### src/rtl/cva6_tlb_sv32_param.sv
// Fully associative Sv32 TLB: 4 KiB pages and 4 MiB superpages, ASID/global tagging,
// SFENCE.VMA flushes, registered one-cycle lookup, first-invalid then round-robin fill.
module cva6_tlb_sv32_param #(
    parameter int unsigned TLB_ENTRIES   = 4,
    parameter int unsigned ASID_WIDTH    = 9,
    parameter int unsigned CONTENT_WIDTH = 32
) (
    input  logic                           clk_i,
    input  logic                           rst_i,
    input  logic                           flush_i,
    input  logic [ASID_WIDTH-1:0]          flush_asid_i,
    input  logic [31:0]                    flush_vaddr_i,
    input  logic                           upd_valid_i,
    input  logic                           upd_is_4M_i,
    input  logic [19:0]                    upd_vpn_i,
    input  logic [ASID_WIDTH-1:0]          upd_asid_i,
    input  logic                           upd_global_i,
    input  logic [CONTENT_WIDTH-1:0]       upd_content_i,
    input  logic                           lu_req_i,
    input  logic [31:0]                    lu_vaddr_i,
    input  logic [ASID_WIDTH-1:0]          lu_asid_i,
    output logic                           lu_valid_o,
    output logic                           lu_hit_o,
    output logic                           lu_is_4M_o,
    output logic [CONTENT_WIDTH-1:0]       lu_content_o,
    output logic [$clog2(TLB_ENTRIES):0]   occupancy_o
);

    localparam int unsigned IDX_W = $clog2(TLB_ENTRIES);
    localparam int unsigned OCC_W = IDX_W + 1;

    logic [TLB_ENTRIES-1:0]   valid_q;
    logic [TLB_ENTRIES-1:0]   global_q;
    logic [TLB_ENTRIES-1:0]   is_4m_q;
    logic [9:0]               vpn1_q    [TLB_ENTRIES];
    logic [9:0]               vpn0_q    [TLB_ENTRIES];
    logic [ASID_WIDTH-1:0]    asid_q    [TLB_ENTRIES];
    logic [CONTENT_WIDTH-1:0] content_q [TLB_ENTRIES];
    logic [IDX_W-1:0]         rr_q;

    logic                     lu_hit_c;
    logic [IDX_W-1:0]         lu_idx_c;
    logic                     upd_match_c;
    logic [IDX_W-1:0]         upd_match_idx_c;
    logic                     inv_found_c;
    logic [IDX_W-1:0]         inv_idx_c;
    logic [IDX_W-1:0]         target_c;
    logic                     evict_c;
    logic                     fill_c;
    logic [TLB_ENTRIES-1:0]   flush_hit_c;
    logic [TLB_ENTRIES-1:0]   valid_d;
    logic [OCC_W-1:0]         occ_c;
    logic                     flush_asid_zero_c;
    logic                     flush_vaddr_zero_c;
    logic                     unused_lu_offset;

    assign unused_lu_offset   = ^lu_vaddr_i[11:0];
    assign fill_c             = upd_valid_i && !flush_i;
    assign flush_asid_zero_c  = (flush_asid_i == '0);
    assign flush_vaddr_zero_c = (flush_vaddr_i == 32'd0);

    // Lookup match, fill target selection and flush victims, all on pre-edge contents.
    always_comb begin
        lu_hit_c        = 1'b0;
        lu_idx_c        = '0;
        upd_match_c     = 1'b0;
        upd_match_idx_c = '0;
        inv_found_c     = 1'b0;
        inv_idx_c       = '0;
        flush_hit_c     = '0;
        for (int e = 0; e < int'(TLB_ENTRIES); e++) begin
            logic vmatch;
            logic amatch;
            if (!lu_hit_c && valid_q[e] && (global_q[e] || asid_q[e] == lu_asid_i) &&
                vpn1_q[e] == lu_vaddr_i[31:22] && (is_4m_q[e] || vpn0_q[e] == lu_vaddr_i[21:12])) begin
                lu_hit_c = 1'b1;
                lu_idx_c = IDX_W'(e);
            end
            if (!upd_match_c && valid_q[e] && asid_q[e] == upd_asid_i && is_4m_q[e] == upd_is_4M_i &&
                vpn1_q[e] == upd_vpn_i[19:10] && (upd_is_4M_i || vpn0_q[e] == upd_vpn_i[9:0])) begin
                upd_match_c     = 1'b1;
                upd_match_idx_c = IDX_W'(e);
            end
            if (!inv_found_c && !valid_q[e]) begin
                inv_found_c = 1'b1;
                inv_idx_c   = IDX_W'(e);
            end
            vmatch = (vpn1_q[e] == flush_vaddr_i[31:22]) &&
                     (is_4m_q[e] || vpn0_q[e] == flush_vaddr_i[21:12]);
            amatch = !global_q[e] && (asid_q[e] == flush_asid_i);
            case ({flush_asid_zero_c, flush_vaddr_zero_c})
                2'b11:   flush_hit_c[e] = 1'b1;
                2'b10:   flush_hit_c[e] = vmatch;
                2'b01:   flush_hit_c[e] = amatch;
                default: flush_hit_c[e] = vmatch && amatch;
            endcase
        end
        evict_c  = !upd_match_c && !inv_found_c;
        target_c = upd_match_c ? upd_match_idx_c : (inv_found_c ? inv_idx_c : rr_q);
    end

    // Next valid vector and its popcount.
    always_comb begin
        valid_d = valid_q;
        if (flush_i) begin
            valid_d = valid_q & ~flush_hit_c;
        end else if (upd_valid_i) begin
            valid_d[target_c] = 1'b1;
        end
        occ_c = '0;
        for (int e = 0; e < int'(TLB_ENTRIES); e++) begin
            occ_c = occ_c + OCC_W'(valid_d[e]);
        end
    end

    always_ff @(posedge clk_i) begin
        if (rst_i) begin
            valid_q      <= '0;
            rr_q         <= '0;
            lu_valid_o   <= 1'b0;
            lu_hit_o     <= 1'b0;
            lu_is_4M_o   <= 1'b0;
            lu_content_o <= '0;
            occupancy_o  <= '0;
        end else begin
            valid_q     <= valid_d;
            occupancy_o <= occ_c;
            if (fill_c) begin
                global_q[target_c]  <= upd_global_i;
                is_4m_q[target_c]   <= upd_is_4M_i;
                vpn1_q[target_c]    <= upd_vpn_i[19:10];
                vpn0_q[target_c]    <= upd_vpn_i[9:0];
                asid_q[target_c]    <= upd_asid_i;
                content_q[target_c] <= upd_content_i;
                if (evict_c) begin
                    rr_q <= rr_q + IDX_W'(1);
                end
            end
            lu_valid_o   <= lu_req_i;
            lu_hit_o     <= lu_req_i && lu_hit_c;
            lu_is_4M_o   <= lu_req_i && lu_hit_c && is_4m_q[lu_idx_c];
            lu_content_o <= (lu_req_i && lu_hit_c) ? content_q[lu_idx_c] : '0;
        end
    end

endmodule

### config.mk
export PLATFORM = sky130hd
export DESIGN_NAME = cva6_tlb_sv32_param
export DESIGN_NICKNAME = d
export VERILOG_FILES = /design/src/rtl/cva6_tlb_sv32_param.sv
export SDC_FILE = /design/constraint.sdc
export NUM_CORES = 1
export LEC_CHECK = 0
export ABC_CLOCK_PERIOD_IN_PS = 18800
export CORE_ASPECT_RATIO = 0.5
export CORE_MARGIN = 3
export CORE_UTILIZATION = 30
export DETAILED_ROUTE_END_ITERATION = 8
export PLACE_DENSITY_LB_ADDON = 0.1
export SETUP_SLACK_MARGIN = 0.15
export SLEW_MARGIN = 20
export SYNTH_ARGS = -nofsm -noshare
export SYNTH_HDL_FRONTEND = slang
export SYNTH_SLANG_ARGS = --single-unit
export TNS_END_PERCENT = 50
### constraint.sdc
create_clock -name clk_i -period 18.8 [get_ports clk_i]
set_clock_uncertainty 0.15 [all_clocks]
set_input_delay 4.7 -clock clk_i [delete_from_list [all_inputs] [get_ports clk_i]]
set_output_delay 4.7 -clock clk_i [all_outputs]
set_load 0.01 [all_outputs]
; Word-level counts from Yosys, hierarchy flattened
; Memories as Yosys holds them, arrays and structs flattened. A register that Yosys moved wholly into a read port is not among the register bits.
; Index checks and enable logic that the tools add are counted.
; Widths: inputs -> output; s select.
[totals]
ff_bits = 20
ram_bits = 244
inputBits = 150
wordCells = 198
memories = 4
[classes]
add_sub_neg = 4
magnitude_cmp = 3
eq_ne = 43
mux = 38
bitwise_logic = 5
reduce_logical = 93
[mem_list]
columns = memory, words, width, rd, rd_ports_with_merged_regs, wr, line
row1 = content_q, 4, 32, 1, 1, 1, 38  ; logic [CONTENT_WIDTH-1:0] content_q [TLB_ENTRIES];
row2 = vpn0_q, 4, 10, 4, 0, 1, 36  ; logic [9:0] vpn0_q [TLB_ENTRIES];
row3 = vpn1_q, 4, 10, 4, 0, 1, 35  ; logic [9:0] vpn1_q [TLB_ENTRIES];
row4 = asid_q, 4, 9, 4, 0, 1, 37  ; logic [ASID_WIDTH-1:0] asid_q [TLB_ENTRIES];
[op_table]
columns = operator, n
row1 = $eq 10x10->1, 24
row2 = $eq 9x9->1, 12
row3 = $logic_and 1x1->1, 54
row4 = $logic_not 32->1, 1
row5 = $mux 1, 20
row6 = $logic_not 1->1, 18
row7 = $logic_or 1x1->1, 16
row8 = $mux 2, 8
row9 = $pmux 1 s3, 4
row10 = $logic_not 9->1, 1
row11 = $bwmux 4, 2
row12 = $mux 4, 2
row13 = $lt 2x3->1 const B, 2
row14 = $and 4x4->4, 1
row15 = $eq 1x1->1, 4
row16 = $eq 2x2->1 const B, 2
row17 = $not 4->4, 1
row18 = $or 4x4->4, 1
row19 = $reduce_and 2->1, 2
row20 = $add 2x1->3, 1
row21 = $add 3x1->3, 1
row22 = $add 1x1->2, 1
row23 = $add 2x1->2 const B, 1
row24 = $bmux 1 s2, 1
row25 = other kinds (5), 6

; Longest topological paths before layout
; An unclocked memory read counts as a cell.
[depth]
depth_word = 39
ltp_mapped = 13
depth_no_buf = 12

; Least setup slack after synthesis
; OpenSTA, ideal clock, no wires.
[synth_timing]
kind = in2reg
startpoint = in upd_is_4M_i
endpoint = mem asid_q[2][0] (enable)
t_arrival_ns = 12.910
slack_ns = 5.078
stages = 8
n_path_buf = 1
path_cell_list = clkbuf_1 > xor2_1 > nor4_1 > nand4_1 > or4_1 > o41a_1 > a21boi_1 > nor4b_1
[synth_via]
elab_chain_len = 27
word_cells_on_any_way = 37
[synth_lines]
columns = item, line
row1 = from (decl), 14  ; input logic upd_is_4M_i,
row2 = $eq 1x1->1, 79  ; if (!upd_match_c && valid_q[e] && asid_q[e] == upd_asid_i && is_4m_q[e] == upd_is_4M_i &&
row3 = $logic_and 1x1->1 (2 in series), 79
row4 = $logic_and 1x1->1, 80  ; vpn1_q[e] == upd_vpn_i[19:10] && (upd_is_4M_i || vpn0_q[e] == upd_vpn_i[9:0])) begin
row5 = $mux 1, 79
row6 = $logic_not 1->1, 79
row7 = $logic_and 1x1->1 (4 in series), 79
row8 = $logic_and 1x1->1, 80
row9 = $mux 1, 79
row10 = $logic_not 1->1, 79
row11 = $logic_and 1x1->1 (4 in series), 79
row12 = $logic_and 1x1->1, 80
row13 = $mux 1, 79
row14 = $logic_not 1->1, 79
row15 = $logic_and 1x1->1 (4 in series), 79
row16 = $logic_and 1x1->1, 80
row17 = $mux 2 / $mux 1 (equally long branches), 79
row18 = $mux 2 *, 99  ; target_c = upd_match_c ? upd_match_idx_c : (inv_found_c ? inv_idx_c : rr_q);
row19 = to (decl), 37
; Every way passes the cells marked *; elsewhere a longest branch is shown, timed or not.

; Worst setup path in the final report
[layout_timing]
startpoint = in upd_vpn_i[3]
endpoint = mem content_q[0][17] (enable)
[layout_via]
elab_chain_len = 26
word_cells_on_any_way = 35
[layout_lines]
columns = item, line
row1 = from (decl), 15  ; input logic [19:0] upd_vpn_i,
row2 = $eq 10x10->1, 80
row3 = $logic_or 1x1->1, 80
row4 = $logic_and 1x1->1, 80
row5 = $mux 1, 79
row6 = $logic_not 1->1, 79
row7 = $logic_and 1x1->1 (4 in series), 79
row8 = $logic_and 1x1->1, 80
row9 = $mux 1, 79
row10 = $logic_not 1->1, 79
row11 = $logic_and 1x1->1 (4 in series), 79
row12 = $logic_and 1x1->1, 80
row13 = $mux 1, 79
row14 = $logic_not 1->1, 79
row15 = $logic_and 1x1->1 (4 in series), 79
row16 = $logic_and 1x1->1, 80
row17 = $mux 2 / $mux 1 (equally long branches), 79
row18 = $mux 2 *, 99
row19 = to (decl), 38
; Marked as above.

==> flow_summary_export.csv <==
group,metric,value,unit
timing,drv_slew,0,
drt,wl,42700,um
drt,drcViolationCount,0,
drt,viasPerCell,4.75,
yosys,netlist_top_cells_area,"edfxtp_1 (53%), xor2_1 (13%), xnor2_1 (8.6%), dfxtp_1 (6.2%), mux2i_1 (4.6%)",
floorplan,io_pins,188,
yosys,synth_nets,1163,
flow_run,maxCapViolCount,0,
floorplan,die_w,314,um
critical_path,crit_chain,"clkdlybuf4s50_1 -> xor2_1 -> nor4_1 -> a41oi_1 -> nor3_1 -> nor2_1 -> a21boi_1 -> nand2b_1 -> nor2_4 -> buf_4",
cells_and_area,fin_nets,1324,
yosys,yosysMostFrequentCell,"edfxtp_1",
timing,fin_crit_sh,47.2,%
yosys,syn_inst,1010,
placement,postPlaceCellArea,0.0166,mm^2
timing,rsz0062_at_grt,"false",
critical_path,path_buf_inv,2,
clocking,clock_path_buffers,3,
placement,gp_congestion,0.890,
cells_and_area,drive_gt1_share,7.80,%
grt,grt_pass1_vias,9157,
critical_path,start_kind,"input port",
clocking,cts_hold_buf,0,
power_and_ir_drop,combPwrFrac,8.1,%
timing,setup-tns-final,0,ns
yosys,synth_top_area_cell,"edfxtp_1",
power_and_ir_drop,ir_drop,0.0702,mV
clocking,worstSkewPairLatency,0.58,ns
floorplan,start_util,30.9,%
yosys,synth_commonest_cells,"edfxtp_1 (252), xor2_1 (214), xnor2_1 (140)",
timing,setup_viol,0,
yosys,synth_area,0.0142,mm^2
status,status,"finished, final reports clean",
yosys,ys_ff_latch,296,
clocking,cts_root_buffer,"clkbuf_16",
critical_path,arrival,8.94,ns
grt,grt_max_degree,52,
grt,antenna_found_initial,1,
floorplan,die_h,160,um
floorplan,std_cell_rows,55,
power_and_ir_drop,p_int,0.00108,W
power_and_ir_drop,switchingPower,0.000328,W
power_and_ir_drop,leakage,5.42,nW
critical_path,crit_cells,10,
critical_path,rr_worst_depth,9,
power_and_ir_drop,p_sw_share,23.3,%
cells_and_area,area_delta_synth_final,22.9,%
timing,min_period,8.88,ns
yosys,synth_edf_count,252,
drt,drtAntennaViolNets,0,
clocking,htree_levels,1,
power_and_ir_drop,clkPwrFrac,40.5,%
yosys,syn_avg_cell_area,14.1,um^2
drt,wire_per_inst,23.5,um
grt,grt_overflow,0,
min_path,holdPathStages,2,
yosys,yosysWarningCount,0,
floorplan,die_area,0.0503,mm^2
critical_path,path_delay_family,"simple AND/OR/NAND/NOR gates",
critical_path,critPathKind,"input port to flop",
drt,dr.pass1.iters,5,
grt,track_usage,16.8,%
critical_path,end_kind,"flop",
power_and_ir_drop,powerDensity,80.4,mW/mm^2
cells_and_area,diodes,0,
clocking,cts_setup_buffers,0,
placement,port_buffers,175,
drt,vias,8651,
grt,grt_pass1_wl,62100,um
clocking,clock_sinks,296,
yosys,synth_top_area_share,53.1,%
power_and_ir_drop,seq_power_share,51.4,%
timing,slew_headroom,34.7,%
cells_and_area,fin_area,0.0175,mm^2
clocking,cts_resized,0,
clocking,numCtsBuffers,29,
placement,place_hpwl,30300,um
critical_path,worstPathRequired,18.86,ns
yosys,ys_seq_area_share,59.3,%
min_path,min_path_type,"flop to flop",
critical_path,crit_slowest_cell,"buf_4",
clocking,cts_tree,"built",
timing,tightest_slew,0.966,ns
drt,drtIter0Drc,577,
floorplan,coreArea,0.0460,mm^2
timing,fmax,0.113,GHz
critical_path,cp_slowest_stage_delay,0.74,ns
yosys,synth.distinct_cells,49,
timing,hold_viol,0,
yosys,async_flop_share,0,%
critical_path,path_max_fanout,48,
yosys,synth_ff_type,"edfxtp_1",
clocking,path_clk_slew,0.07,ns
cell type report:
class | count | area [um^2]
Tap cell | 627 | 785
Clock inverter | 15 | 131
Fill cell | 4389 | 28500
Timing Repair Buffer | 185 | 1830
Clock buffer | 38 | 779
Multi-Input combinational cell | 657 | 5520
Sequential cell | 296 | 8450
Inverter | 2 | 7.51
per-layer routing:
layer  routed length (um)  GRT usage, %  part of all wire, %  vias up
met1                18800          21.7                   44     4364
met2                21100          28.9                   49      172
li1                     -             -                    -     4056
met5                    0             0                    0        -
met4                 1150          4.66                  2.7        0
met3                 1730          2.84                  4.0       59
power by group through the flow:
stage | combinational [W] | sequential (W) | clock, W
CTS | 0.000115 | 0.000723 | 0.000594
finish | 0.000114 | 0.000724 | 0.000570
detailed placement | 0.000114 | 0.000738 | 0
global placement | 0.000114 | 0.000738 | 0
global route | 0.000122 | 0.000724 | 0.000622
floorplan | 0.0000509 | 0.000737 | 0
through the flow:
step | utilization (%) | total power [W] | cells | hold WS (ns) | worst slack (ns)
3_5_place_dp | 36.0 | 0.000852 | 1767 | 0.363 | 9.29
5_1_grt | 38.0 | 0.00147 | 1820 | 0.402 | 9.59
6_report | 38.0 | 0.00141 | 1820 | 0.375 | 9.92
2_1_floorplan | - | 0.000788 | 1010 | 0.329 | 5.08
3_3_place_gp | 36.0 | 0.000852 | 1767 | 0.356 | 9.21
4_1_cts | 38.0 | 0.00143 | 1820 | 0.380 | 9.91
layout by cell type (no fill, tap or decap), types with 7 or more instances in the layout:
| master | instances |
|---|---|
| edfxtp_1 | 252 |
| xor2_1 | 214 |
| clkdlybuf4s50_1 | 175 |
| xnor2_1 | 140 |
| mux2i_1 | 66 |
| nor4_1 | 64 |
| dfxtp_1 | 44 |
| nand4_1 | 35 |
| o22ai_2 | 29 |
| clkbuf_16 | 29 |
| nor3_1 | 14 |
| a41oi_1 | 14 |
| nor2_1 | 11 |
| buf_4 | 10 |
| nand3_1 | 9 |
| nand2_1 | 9 |
| nor2b_1 | 8 |
| clkbuf_1 | 7 |
state kept, by name, summed over array words and instances (netlist names):
name	flops
lu_valid_o	1
valid_q	4
vpn1_q	40
rr_q	2
lu_is_4M_o	1
occupancy_o	3
lu_hit_o	1
global_q	4
vpn0_q	40
asid_q	36
is_4m_q	4
lu_content_o	32
content_q	128
final timing paths:
path                start          endpoint  slack, ns
max          upd_vpn_i[3]  content_q[0][17]       9.92
min               rr_q[1]           rr_q[1]       0.37
max reg2reg  asid_q[2][2]  content_q[2][30]      14.33
min reg2reg       rr_q[1]           rr_q[1]       0.37
cells by family after synthesis:
kind of cell	synth area share, %
buffers and inverters	2.22
AO/OA/AOI/OAI	4.72
multiplexers	4.64
flip-flops	59.3
adder cells (fa/ha/maj)	0.316
AND/OR/NAND/NOR	7.02
XOR/XNOR	21.8
worst reg2reg max path: stages (launching register included):
cell      delay, ns
edfxtp_1       0.51
xor2_1         0.23
nor4_1         0.51
nand4_1        0.22
or4_1          0.57
o41a_1         0.17
a21boi_1       0.40
nor4b_2        0.27
buf_4          0.34
buf_4          0.66
Note: power is estimated with default switching activity, not from simulation.
